## src/rtl/rtc_bus_responder_if.sv

```systemverilog
// Multiplexed RTC bus pins: strobes, phase select and 8-bit data.
// The generator drives the strobes; the responder drives read data and pad enable.
interface rtc_bus_responder_if #(
   parameter int DATA_W = 8
);
   logic              CS;
   logic              WR;
   logic              RD;
   logic              AD;
   logic [DATA_W-1:0] dato_in;
   logic [DATA_W-1:0] dato_out;
   logic              dato_oe;

   modport master (
      output CS, WR, RD, AD, dato_in,
      input  dato_out, dato_oe
   );

   modport slave (
      input  CS, WR, RD, AD, dato_in,
      output dato_out, dato_oe
   );
endinterface

```

## src/rtl/rtc_bus_responder.sv

```systemverilog
// RTC bus responder: synchronized CS/WR/RD/AD decode into a small register file.
// Define RTC_AUTOINC_EN to advance addr_reg after each committed write or completed read.
module rtc_bus_responder #(
   parameter int DATA_W = 8,
   parameter int IDX_W  = 4,
   parameter int ADDR_W = 8
) (
   input  logic                clk,
   input  logic                reset,
   rtc_bus_responder_if.slave  bus,
   input  logic                host_we,
   input  logic [IDX_W-1:0]    host_idx,
   input  logic [DATA_W-1:0]   host_data,
   output logic                wr_stb,
   output logic [IDX_W-1:0]    wr_idx,
   output logic [DATA_W-1:0]   wr_data,
   output logic                bus_err
);
   localparam int NREG = 2 ** IDX_W;

`ifdef RTC_AUTOINC_EN
   localparam bit AUTOINC = 1'b1;
`else
   localparam bit AUTOINC = 1'b0;
`endif

   typedef enum logic [1:0] {
      IDLE,
      ADDR_WR,
      DATA_WR,
      DATA_RD
   } state_t;

   state_t state, nxt;

   logic [1:0]        cs_sy, wr_sy, rd_sy, ad_sy;
   logic [DATA_W-1:0] din_s1, din_s;
   logic              cs_s, wr_s, rd_s, ad_s;
   logic              wr_q, rd_q, wr_rise, rd_rise;
   logic [DATA_W-1:0] samp;
   logic [ADDR_W-1:0] addr_reg;
   logic [DATA_W-1:0] regs [NREG];
   logic              lock, in_rng;
   logic              do_addr, do_wr, do_err, do_inc;

   always_ff @(posedge clk or posedge reset) begin
      if (reset) begin
         cs_sy  <= 2'b11;
         wr_sy  <= 2'b11;
         rd_sy  <= 2'b11;
         ad_sy  <= 2'b11;
         din_s1 <= '0;
         din_s  <= '0;
         wr_q   <= 1'b1;
         rd_q   <= 1'b1;
         samp   <= '0;
      end else begin
         cs_sy  <= {cs_sy[0], bus.CS};
         wr_sy  <= {wr_sy[0], bus.WR};
         rd_sy  <= {rd_sy[0], bus.RD};
         ad_sy  <= {ad_sy[0], bus.AD};
         din_s1 <= bus.dato_in;
         din_s  <= din_s1;
         wr_q   <= wr_s;
         rd_q   <= rd_s;
         samp   <= din_s;
      end
   end

   assign cs_s    = cs_sy[1];
   assign wr_s    = wr_sy[1];
   assign rd_s    = rd_sy[1];
   assign ad_s    = ad_sy[1];
   assign wr_rise = wr_s & ~wr_q;
   assign rd_rise = rd_s & ~rd_q;
   assign in_rng  = (addr_reg >> IDX_W) == '0;

   // samp lags din_s by one cycle, so a commit ignores data at the edge
   always_comb begin
      nxt     = state;
      do_addr = 1'b0;
      do_wr   = 1'b0;
      do_err  = 1'b0;
      do_inc  = 1'b0;
      unique case (state)
         IDLE: begin
            if (!cs_s && !lock) begin
               if (!wr_s && !rd_s)      do_err = 1'b1;
               else if (!rd_s && !ad_s) do_err = 1'b1;
               else if (!wr_s)          nxt = ad_s ? DATA_WR : ADDR_WR;
               else if (!rd_s)          nxt = DATA_RD;
            end
         end
         ADDR_WR: begin
            if (wr_rise) begin
               do_addr = 1'b1;
               nxt     = IDLE;
            end else if (cs_s) begin
               nxt = IDLE;
            end else if (!rd_s || ad_s) begin
               do_err = 1'b1;
               nxt    = IDLE;
            end
         end
         DATA_WR: begin
            if (wr_rise) begin
               nxt = IDLE;
               if (in_rng) begin
                  do_wr  = 1'b1;
                  do_inc = 1'b1;
               end else begin
                  do_err = 1'b1;
               end
            end else if (cs_s) begin
               nxt = IDLE;
            end else if (!rd_s || !ad_s) begin
               do_err = 1'b1;
               nxt    = IDLE;
            end
         end
         DATA_RD: begin
            if (rd_rise) begin
               do_inc = 1'b1;
               nxt    = IDLE;
            end else if (cs_s) begin
               nxt = IDLE;
            end else if (!wr_s || !ad_s) begin
               do_err = 1'b1;
               nxt    = IDLE;
            end
         end
         default: nxt = IDLE;
      endcase
   end

   // lock keeps a lingering bad strobe from re-triggering after an error
   always_ff @(posedge clk or posedge reset) begin
      if (reset) begin
         state    <= IDLE;
         lock     <= 1'b0;
         addr_reg <= '0;
         wr_stb   <= 1'b0;
         wr_idx   <= '0;
         wr_data  <= '0;
         bus_err  <= 1'b0;
      end else begin
         state   <= nxt;
         wr_stb  <= do_wr;
         bus_err <= do_err;
         if (do_err)
            lock <= 1'b1;
         else if (cs_s || (wr_s && rd_s))
            lock <= 1'b0;
         if (do_wr) begin
            wr_idx  <= addr_reg[IDX_W-1:0];
            wr_data <= samp;
         end
         if (do_addr)
            addr_reg <= ADDR_W'(samp);
         else if (AUTOINC && do_inc)
            addr_reg <= addr_reg + ADDR_W'(1);
      end
   end

   // bus commit is applied last so it wins a same-index host write
   always_ff @(posedge clk or posedge reset) begin
      if (reset) begin
         for (int i = 0; i < NREG; i++)
            regs[i] <= '0;
      end else begin
         if (host_we)
            regs[host_idx] <= host_data;
         if (do_wr)
            regs[addr_reg[IDX_W-1:0]] <= samp;
      end
   end

   assign bus.dato_oe  = (state == DATA_RD);
   assign bus.dato_out = (state == DATA_RD && in_rng) ?
                         regs[addr_reg[IDX_W-1:0]] : '0;

endmodule
```

## src/flat_wrapper.sv

```systemverilog
// flat-port wrapper written by rule: the top's interface ports become plain ports
module rtc_bus_responder_flat 
#(
   parameter int DATA_W = 8,
   parameter int IDX_W  = 4,
   parameter int ADDR_W = 8
)
  (clk, reset, host_we, host_idx, host_data, wr_stb, wr_idx, wr_data, bus_err, bus_CS, bus_WR, bus_RD, bus_AD, bus_dato_in, bus_dato_out, bus_dato_oe);
  rtc_bus_responder_if #(.DATA_W(DATA_W)) bus_i ();
  input  logic clk;
  input  logic reset;
  input  logic host_we;
  input  logic [IDX_W-1:0] host_idx;
  input  logic [DATA_W-1:0] host_data;
  output logic wr_stb;
  output logic [IDX_W-1:0] wr_idx;
  output logic [DATA_W-1:0] wr_data;
  output logic bus_err;
  input wire logic [$bits(bus_i.CS)-1:0] bus_CS;
  input wire logic [$bits(bus_i.WR)-1:0] bus_WR;
  input wire logic [$bits(bus_i.RD)-1:0] bus_RD;
  input wire logic [$bits(bus_i.AD)-1:0] bus_AD;
  input wire logic [$bits(bus_i.dato_in)-1:0] bus_dato_in;
  output wire logic [$bits(bus_i.dato_out)-1:0] bus_dato_out;
  output wire logic [$bits(bus_i.dato_oe)-1:0] bus_dato_oe;
  assign bus_i.CS = bus_CS;
  assign bus_i.WR = bus_WR;
  assign bus_i.RD = bus_RD;
  assign bus_i.AD = bus_AD;
  assign bus_i.dato_in = bus_dato_in;
  assign bus_dato_out = bus_i.dato_out;
  assign bus_dato_oe = bus_i.dato_oe;
  rtc_bus_responder #(.DATA_W(DATA_W), .IDX_W(IDX_W), .ADDR_W(ADDR_W)) u_core (.clk(clk), .reset(reset), .bus(bus_i), .host_we(host_we), .host_idx(host_idx), .host_data(host_data), .wr_stb(wr_stb), .wr_idx(wr_idx), .wr_data(wr_data), .bus_err(bus_err));
endmodule
```

## config.mk

```make
export PLATFORM = sky130hd
export DESIGN_NAME = rtc_bus_responder_flat
export DESIGN_NICKNAME = d
export VERILOG_FILES = /design/src/rtl/rtc_bus_responder_if.sv /design/src/rtl/rtc_bus_responder.sv /design/src/flat_wrapper.sv
export SDC_FILE = /design/constraint.sdc
export NUM_CORES = 1
export LEC_CHECK = 0
export ABC_AREA = 1
export ABC_CLOCK_PERIOD_IN_PS = 9100
export CAP_MARGIN = 10
export CORE_MARGIN = 3
export CORE_UTILIZATION = 48
export CTS_CLUSTER_DIAMETER = 120
export CTS_CLUSTER_SIZE = 30
export DETAILED_ROUTE_END_ITERATION = 8
export PLACE_DENSITY = 0.66
export REMOVE_ABC_BUFFERS = 1
export SLEW_MARGIN = 25
export SYNTH_ARGS = -nofsm -noshare
export SYNTH_HDL_FRONTEND = slang
export SYNTH_SLANG_ARGS = --single-unit
```

## constraint.sdc

```tcl
create_clock -name clk -period 9.1 [get_ports clk]
set_clock_uncertainty 0.15 [all_clocks]
set_input_delay 1.82 -clock clk [delete_from_list [all_inputs] [get_ports clk]]
set_output_delay 1.82 -clock clk [all_outputs]
set_load 0.01 [all_outputs]
```

==> impl_metrics.py, run 1 <==
metrics = {
    "outcome": {
        "status": "complete, no violations",
    },
    "cells_and_area": {
        "largest_register_ffs": 128,
        "area_delta_synth_final_pct": 9.26,
        "antennaDiodeCount": 0,
        "final_cells": 1746,
        "n_fill_cell": 2103,
        "postLayoutCoreUtil_pct": 54.0,
        "fin_nets": 1485,
        "largest-register": "u_core.regs",
        "drive_gt1_share_pct": 5.64,
    },
    "route": {
        "ant_nets": 0,
        "vias": 9893,
        "drc": 0,
        "routedWlPerCell_um": 18.1,
        "viasPerCell": 5.67,
        "dr.first_iter.drc_count": 1177,
        "drt-pass1-iter-count": 5,
        "routed_wl_um": 31600,
    },
    "clock_network": {
        "cts_sinks": 187,
        "cts_root_buf": "clkbuf_16",
        "clk-insertion-delay-late_ns": 0.45,
        "cts.htree.levels": 4,
        "hold_buffers": 0,
        "cts_tree": "done",
        "numCtsBuffers": 17,
        "post_cts_buffers": 0,
        "clk_path_buf_depth": 2,
        "path_clk_slew_ns": 0.08,
        "ctsResizeCount": 0,
    },
    "worst_setup_path": {
        "reg2reg_from": "u_core.addr_reg[0]$_DFFE_PP0P_",
        "critPathCaptureType": "output pin",
        "critPathMaxFanout": 54,
        "required_ns": 7.13,
        "reg2reg_slack_ns": 5.68,
        "path_class": "flip-flop to output pin",
        "worstReg2RegEnd": "u_core.regs[17]$_DFF_PP0_",
        "crit_path_start": "u_core.addr_reg[0]$_DFFE_PP0P_",
        "start_kind": "flip-flop",
        "arrival_ns": 3.42,
        "r2r_cells": 7,
        "critical_path.endpoint": "bus_dato_out[5]",
    },
    "global_routing": {
        "grt_max_degree": 111,
        "antenna_found_initial": 0,
        "grt-ovfl-total": 0,
        "grt_pass1_wl_um": 50200,
        "track_usage_pct": 26.4,
        "grt_pass1_vias": 9064,
    },
    "floorplan": {
        "dieArea_mm2": 0.0237,
        "io_pins": 50,
        "die_h_um": 154,
        "die_x_um": 154,
        "design.core.area_mm2": 0.0212,
        "initial_core_util_pct": 49.5,
        "rows": 53,
    },
    "timing": {
        "final-hold-violation-count": 0,
        "setup_tns_ns": 0,
        "slew_headroom_pct": 28.0,
        "rsz0062_at_grt": "no",
        "worstMarginPinSlew_ns": 1.08,
        "period_minus_slack_ns": 5.39,
        "finalSetupViolCount": 0,
        "fin_crit_sh_pct": 59.2,
        "max_freq_mhz": 186,
        "slew_violations": 0,
    },
    "synthesis": {
        "synth_common_cells": "nand2_1 (788), dfrtp_1 (177), o21ai_0 (152), nand4_1 (132), clkbuf_1 (65)",
        "yosysMostFrequentCell": "nand2_1",
        "synth_edf_count": 0,
        "async_reset_ff_share_pct": 100,
        "synthTopCellsByArea": "dfrtp_1 (42%), nand2_1 (28%), nand4_1 (7.9%)",
        "syn_area_per_cell_um2": 7.08,
        "syn_area_mm2": 0.0105,
        "synth_top_area_share_pct": 42.2,
        "synth_ff_type": "dfrtp_1",
        "synth_cell_types": 25,
        "synth_seq_area_share_pct": 44.7,
        "ys_seq_elements": 187,
        "postSynthCellCount": 1483,
        "synth_warnings": 0,
        "yosysTopAreaCell": "dfrtp_1",
    },
    "power": {
        "powerDensity_mw_per_mm2": 292,
        "p_leak_nw": 5.89,
        "irDropWorstVdd_mv": 0.155,
    },
    "placed_design": {
        "dp_hpwl_um": 18900,
        "port-buffer-count": 49,
        "gp_congestion": 0.873,
        "dp.cells": 1714,
    },
    "min_path": {
        "hold_path.class": "flip-flop to flip-flop",
    },
    "flow_run": {
        "drv_cap": 0,
    },
}
-- critical path, stage by stage, from the launching register on --
cell	delay, ns
dfrtp_2	0.68
inv_2	0.35
buf_4	0.57
nand2_1	0.11
nand2_1	0.10
nand2_1	0.05
nand2_1	0.08
nand2_1	0.05
nand2_1	0.11
nor2_1	0.05
nor2_1	0.20
clkdlybuf4s50_1	0.60
-- routing by layer --
| metal | routed length [µm] | GRT usage (%) | vias up |
|---|---|---|---|
| li1 | - | - | 4745 |
| met3 | 2990 | 4.76 | 59 |
| met5 | 0 | 0 | - |
| met2 | 14000 | 39.9 | 489 |
| met1 | 13700 | 38.6 | 4600 |
| met4 | 798 | 8.62 | 0 |
-- how the worst min path moves through the flow --
stage                                           end                       start  cells after the start
after detailed placement  u_core.din_s[4]$_DFF_PP0_  u_core.din_s1[4]$_DFF_PP0_                      0
after floorplan           u_core.din_s[0]$_DFF_PP0_  u_core.din_s1[0]$_DFF_PP0_                      0
final                     u_core.rd_sy[1]$_DFF_PP1_   u_core.rd_sy[0]$_DFF_PP1_                      0
after global placement    u_core.din_s[5]$_DFF_PP0_  u_core.din_s1[5]$_DFF_PP0_                      0
after CTS                 u_core.rd_sy[1]$_DFF_PP1_   u_core.rd_sy[0]$_DFF_PP1_                      0
after global routing      u_core.rd_sy[1]$_DFF_PP1_   u_core.rd_sy[0]$_DFF_PP1_                      0
-- kinds of logic (layout without fill, tap and decap cells) --
logic type	Yosys count	count (layout)	share of synthesized area, %
AOI/OAI and AO/OA	153	153	7.33
buffers and inverters	151	139	6.82
DFF	187	187	44.7
and+or+nand+nor	992	992	41.1
-- where the power goes --
part           internal, mW  leakage [nW]  switching (mW)
Sequential             1.08          2.23           0.197
Combinational         0.423          3.38           0.913
Clock                 0.365         0.274           0.373
Total                  1.87          5.89            1.48
-- metrics by stage --
| step | instance area [µm²] | hold slack [ns] | setup slack [ns] | total power [mW] |
|---|---|---|---|---|
| detailed placement | 10900 | 0.185 | 4.19 | 2.60 |
| global route | 11500 | 0.201 | 3.47 | 3.60 |
| CTS | 11500 | 0.199 | 3.72 | 3.34 |
| global placement | 10900 | 0.181 | 4.24 | 2.58 |
| floorplan | 9940 | 0.181 | 2.06 | 2.14 |
| finish | 11500 | 0.196 | 3.71 | 3.35 |
-- cell type report --
type                    instances  area (µm²)  area share (%)
clock buffers                  19         433            3.78
inverters                      44         173            1.51
flip-flops and latches        187        4690            40.9
clock inverters                13         133            1.16
multi-input cells            1145        5090            44.4
well taps                     275         344            3.00
repair buffers                 63         599            5.23
-- layout by cell type, fill, tap and decap left out, drive strengths merged --
cell type,n
o21ai,152
nor3,3
clkbuf,19
o31a,1
nand2,788
nand3,26
clkinv,8
nor2,40
clkinvlp,1
nand3b,2
dfrtp,177
buf,14
nand4,133
clkdlybuf4s50,49
inv,48
dfstp,10
No activity file was read; power rests on OpenSTA's default activity.
==> inputs of run 2 (changes only) <==
ABC_CLOCK_PERIOD_IN_PS = 5100   (was 9100)
clock period = 5.1 ns   (was 9.1 ns; I/O delays follow)
==> impl_metrics.py, run 2 (same netlist as run 1, synthesis figures left out) <==
metrics = {
    "clock_network": {
        "ctsResizeCount": 0,
        "post_cts_buffers": 0,
        "cts_root_buf": "clkbuf_16",
        "cts_tree": "done",
        "cts_sinks": 187,
        "clk_path_buf_depth": 2,
        "numCtsBuffers": 17,
        "hold_buffers": 0,
        "cts.htree.levels": 4,
        "clk-insertion-delay-late_ns": 0.44,
        "path_clk_slew_ns": 0.08,
    },
    "global_routing": {
        "grt_pass1_wl_um": 51200,
        "grtUsageMet2_pct": 41.4,
        "grt-ovfl-total": 0,
        "grt_use_met3_pct": 4.84,
        "busiest_layer": "met2",
        "use_met1_pct": 39.5,
        "grt_pass1_vias": 9055,
        "grt_max_degree": 126,
        "track_usage_pct": 26.9,
        "antenna_found_initial": 0,
    },
    "timing": {
        "period_minus_slack_ns": 4.16,
        "final-hold-violation-count": 0,
        "max_freq_mhz": 241,
        "worst_slack_ns": 0.945,
        "slew_violations": 0,
        "rsz0062_at_grt": "no",
        "finalSetupViolCount": 0,
        "slew_headroom_pct": 28.4,
        "fin_crit_sh_pct": 81.5,
        "worstMarginPinSlew_ns": 1.07,
        "finalHoldWorstSlack_ns": 0.201,
    },
    "cells_and_area": {
        "multiInputGateArea_mm2": 0.00509,
        "ff_latch_area_mm2": 0.00469,
        "layout_common_cells": "nand2_1 (788), dfrtp_1 (176), o21ai_0 (152), nand4_1 (132), clkdlybuf4s50_1 (49)",
        "drive_gt1_share_pct": 6.22,
        "mostFrequentLayoutCell": "nand2_1",
        "n_fill_cell": 2125,
        "antennaDiodeCount": 0,
        "area_delta_synth_final_pct": 10.1,
        "fin_nets": 1493,
        "largest-register": "u_core.regs",
        "largest_register_ffs": 128,
    },
    "worst_setup_path": {
        "start_kind": "flip-flop",
        "path_class": "flip-flop to output pin",
        "critPathMaxFanout": 36,
        "reg2reg_from": "u_core.addr_reg[0]$_DFFE_PP0P_",
        "arrival_ns": 2.99,
        "required_ns": 3.93,
        "crit_path_start": "u_core.addr_reg[0]$_DFFE_PP0P_",
        "critPathCaptureType": "output pin",
    },
    "placed_design": {
        "dp_hpwl_um": 19400,
        "port-buffer-count": 49,
        "gp_congestion": 0.864,
        "place_ws_ns": 1.46,
    },
    "route": {
        "viasPerCell": 5.64,
        "drc": 0,
        "routedWlPerCell_um": 18.2,
        "ant_nets": 0,
        "vias": 9901,
        "dr.first_iter.drc_count": 1125,
        "routed_wl_um": 31900,
        "drt-pass1-iter-count": 6,
    },
    "floorplan": {
        "design.core.area_mm2": 0.0212,
        "io_pins": 50,
        "dieArea_mm2": 0.0237,
        "die_h_um": 154,
        "die_x_um": 154,
        "initial_core_util_pct": 49.5,
        "rows": 53,
    },
    "power": {
        "switching_share_pct": 44.1,
        "cellInternalPower_mw": 3.37,
        "switchingPower_mw": 2.66,
        "p_comb_share_pct": 41.0,
        "p_leak_nw": 5.93,
        "irDropWorstVdd_mv": 0.261,
        "clock_power_share_pct": 22.0,
        "powerDensity_mw_per_mm2": 522,
        "p_seq_share_pct": 37.0,
    },
    "min_path": {
        "min_from": "u_core.din_s1[2]$_DFF_PP0_",
        "hold_path.class": "flip-flop to flip-flop",
    },
    "flow_run": {
        "drv_cap": 0,
    },
    "outcome": {
        "status": "complete, no violations",
    },
}
[run 2: path summary, 6_finish.rpt]
check | endpoint | slack (ns) | cells past startpoint
min in group asynchronous | u_core.samp[2]$_DFF_PP0_ | 0.98 | 2
min reg2reg | u_core.din_s[2]$_DFF_PP0_ | 0.20 | 0
max | bus_dato_out[7] | 0.94 | 11
max reg2reg | u_core.regs[1]$_DFF_PP0_ | 2.25 | 6
max in group asynchronous | u_core.regs[10]$_DFF_PP0_ | 2.86 | 3
min | u_core.din_s[2]$_DFF_PP0_ | 0.20 | 0
[run 2: area by class of cell]
cell class,count,area share [%]
repair buffers,71,5.78
multi-input cells,1145,44.1
clock buffers,18,3.71
well taps,275,2.98
flip-flops and latches,187,40.6
inverters,44,1.49
clock inverters,14,1.33
[run 2: worst max-delay path, stage by stage, from the launching register on]
cell and delay, ns:
dfrtp_2 0.41, inv_2 0.53, buf_4 0.31, nand2_1 0.07, nand2_1 0.07, nand2_1 0.07
nand2_1 0.10, nand2_1 0.08, nand2_1 0.13, nor2_1 0.04, nor2_1 0.13, clkdlybuf4s50_1 0.59
[run 2: per-layer routing]
layer / share of wire, % / up-vias / wire, µm
li1: - / 4763 / -
met1: 44 / 4632 / 14100
met2: 45 / 467 / 14400
met3: 8.4 / 39 / 2670
met4: 2.1 / 0 / 656
met5: 0 / - / 0
[run 2: power by group through the flow]
stage	Clock, mW	Combinational [mW]	Sequential [mW]
after floorplan	0	1.57	2.25
after global placement	0	2.40	2.24
after detailed placement	0	2.44	2.24
after CTS	1.34	2.45	2.22
after global routing	1.40	2.79	2.29
final	1.33	2.47	2.23
[run 2: through the flow]
step | cells | area [µm²] | power [mW] | setup TNS (ns) | util [%]
after floorplan | 1376 | 9940 | 3.81 | -201.58 | -
after detailed placement | 1722 | 11000 | 4.68 | 0 | 51.7
after global placement | 1722 | 11000 | 4.64 | 0 | 51.7
after global routing | 1754 | 11600 | 6.48 | 0 | 54.4
after CTS | 1754 | 11600 | 6.01 | 0 | 54.4
final | 1754 | 11600 | 6.04 | 0 | 54.4
==> inputs of run 3 (changes only) <==
ABC_CLOCK_PERIOD_IN_PS = 4000   (was 5100)
clock period = 4 ns   (was 5.1 ns; I/O delays follow)
==> impl_metrics.py, run 3 (same netlist as run 1, synthesis figures left out) <==
metrics = {
    "timing": {
        "finalHoldWorstSlack_ns": 0.200,
        "slew_headroom_pct": 24.5,
        "max_freq_mhz": 267,
        "final-hold-violation-count": 0,
        "finalSetupViolCount": 0,
        "period_minus_slack_ns": 3.74,
        "slew_violations": 0,
        "worst_slack_ns": 0.255,
        "setup_tns_ns": 0,
        "worstMarginPinSlew_ns": 1.13,
        "rsz0062_at_grt": "no",
        "fin_crit_sh_pct": 93.6,
    },
    "clock_network": {
        "clk-insertion-delay-late_ns": 0.44,
        "ctsResizeCount": 0,
        "path_clk_slew_ns": 0.08,
        "cts_root_buf": "clkbuf_16",
        "hold_buffers": 0,
        "cts.htree.levels": 4,
        "numCtsBuffers": 17,
        "post_cts_buffers": 0,
        "clk_path_buf_depth": 2,
        "cts_tree": "done",
        "cts_sinks": 187,
    },
    "route": {
        "routed_wl_um": 32000,
        "dr.first_iter.drc_count": 1100,
        "vias": 10000,
        "drt-pass1-iter-count": 6,
        "routedWlPerCell_um": 18.2,
        "drc": 0,
        "ant_nets": 0,
        "viasPerCell": 5.70,
    },
    "worst_setup_path": {
        "required_ns": 3.05,
        "critPathMaxFanout": 68,
        "path_class": "flip-flop to output pin",
        "start_kind": "flip-flop",
        "arrival_ns": 2.79,
        "critPathCaptureType": "output pin",
    },
    "global_routing": {
        "grt_pass1_wl_um": 51000,
        "grt_use_met3_pct": 4.67,
        "track_usage_pct": 27.0,
        "grt-ovfl-total": 0,
        "busiest_layer": "met2",
        "grt_max_degree": 105,
        "grtUsageMet2_pct": 40.5,
        "antenna_found_initial": 0,
        "use_met1_pct": 40.1,
        "grt_pass1_vias": 8954,
    },
    "floorplan": {
        "die_x_um": 154,
        "die_h_um": 154,
        "io_pins": 50,
        "initial_core_util_pct": 49.5,
        "design.core.area_mm2": 0.0212,
        "dieArea_mm2": 0.0237,
        "rows": 53,
    },
    "cells_and_area": {
        "mostFrequentLayoutCell": "nand2_1",
        "n_fill_cell": 2087,
        "drive_gt1_share_pct": 6.35,
        "largest_register_ffs": 128,
        "final_cells": 1755,
        "largest-register": "u_core.regs",
        "postLayoutCoreUtil_pct": 54.8,
        "multiInputGateArea_mm2": 0.00509,
        "ff_latch_area_mm2": 0.00469,
        "antennaDiodeCount": 0,
        "fin_nets": 1494,
        "area_delta_synth_final_pct": 10.8,
        "layout_common_cells": "nand2_1 (788), dfrtp_1 (176), o21ai_0 (152), nand4_1 (132), clkdlybuf4s50_1 (49)",
    },
    "placed_design": {
        "place_ws_ns": 0.761,
        "dp.cells": 1723,
        "gp_congestion": 0.884,
        "dp_hpwl_um": 19400,
        "port-buffer-count": 49,
    },
    "power": {
        "irDropWorstVdd_mv": 0.362,
        "powerDensity_mw_per_mm2": 673,
        "p_leak_nw": 5.98,
    },
    "min_path": {
        "hold_path.class": "flip-flop to flip-flop",
    },
    "outcome": {
        "status": "complete, no violations",
    },
    "flow_run": {
        "drv_cap": 0,
    },
}
==> run 3: critical path: stages, from the launching register on <==
cell,delay [ns]
dfrtp_2,0.36
buf_4,0.63
nand2_1,0.10
nand2_1,0.11
nand2_1,0.06
nand2_1,0.09
nand2_1,0.08
nand2_1,0.11
nor2_1,0.04
nor2_1,0.17
clkdlybuf4s50_1,0.58
==> run 3: power breakdown <==
| group | total, mW | internal, mW | switching (mW) | leakage, nW |
|---|---|---|---|---|
| clock network | 1.82 | 0.963 | 0.855 | 0.307 |
| logic | 3.14 | 1.01 | 2.13 | 3.44 |
| registers | 2.87 | 2.46 | 0.408 | 2.23 |
| total | 7.83 | 4.43 | 3.39 | 5.98 |
==> run 3: routing by layer <==
metal,vias up,part of all wire [%],routed length (µm)
li1,4793,-,-
met3,66,9.6,3080
met2,471,45,14400
met4,0,2.6,837
met5,-,0,0
met1,4673,43,13700
==> run 3: path summary, 6_finish.rpt <==
| check | from | to | slack (ns) | depth (start not counted) |
|---|---|---|---|---|
| min reg2reg | u_core.din_s[1]$_DFF_PP0_ | u_core.samp[1]$_DFF_PP0_ | 0.20 | 0 |
| min in group asynchronous | reset | u_core.wr_idx[1]$_DFFE_PP0P_ | 0.72 | 2 |
| max | u_core.addr_reg[0]$_DFFE_PP0P_ | bus_dato_out[7] | 0.26 | 10 |
| max reg2reg | u_core.wr_sy[1]$_DFF_PP1_ | u_core.regs[115]$_DFF_PP0_ | 1.52 | 8 |
| min | u_core.din_s[1]$_DFF_PP0_ | u_core.samp[1]$_DFF_PP0_ | 0.20 | 0 |
| max in group asynchronous | reset | u_core.wr_sy[1]$_DFF_PP1_ | 2.20 | 3 |
==> run 3: area by class of cell <==
class / instances / share of cell area [%]
clock buffers: 17 / 3.66
clock inverters: 15 / 1.75
inverters: 44 / 1.48
multi-input cells: 1145 / 43.8
flip-flops and latches: 187 / 40.3
well taps: 275 / 2.96
repair buffers: 72 / 6.02
==> run 3: through the flow <==
stage	cell area (µm²)	power (mW)
2_1_floorplan	9940	4.86
6_report	11600	7.83
3_5_place_dp	11000	5.97
5_1_grt	11600	8.41
3_3_place_gp	11000	5.94
4_1_cts	11600	7.81
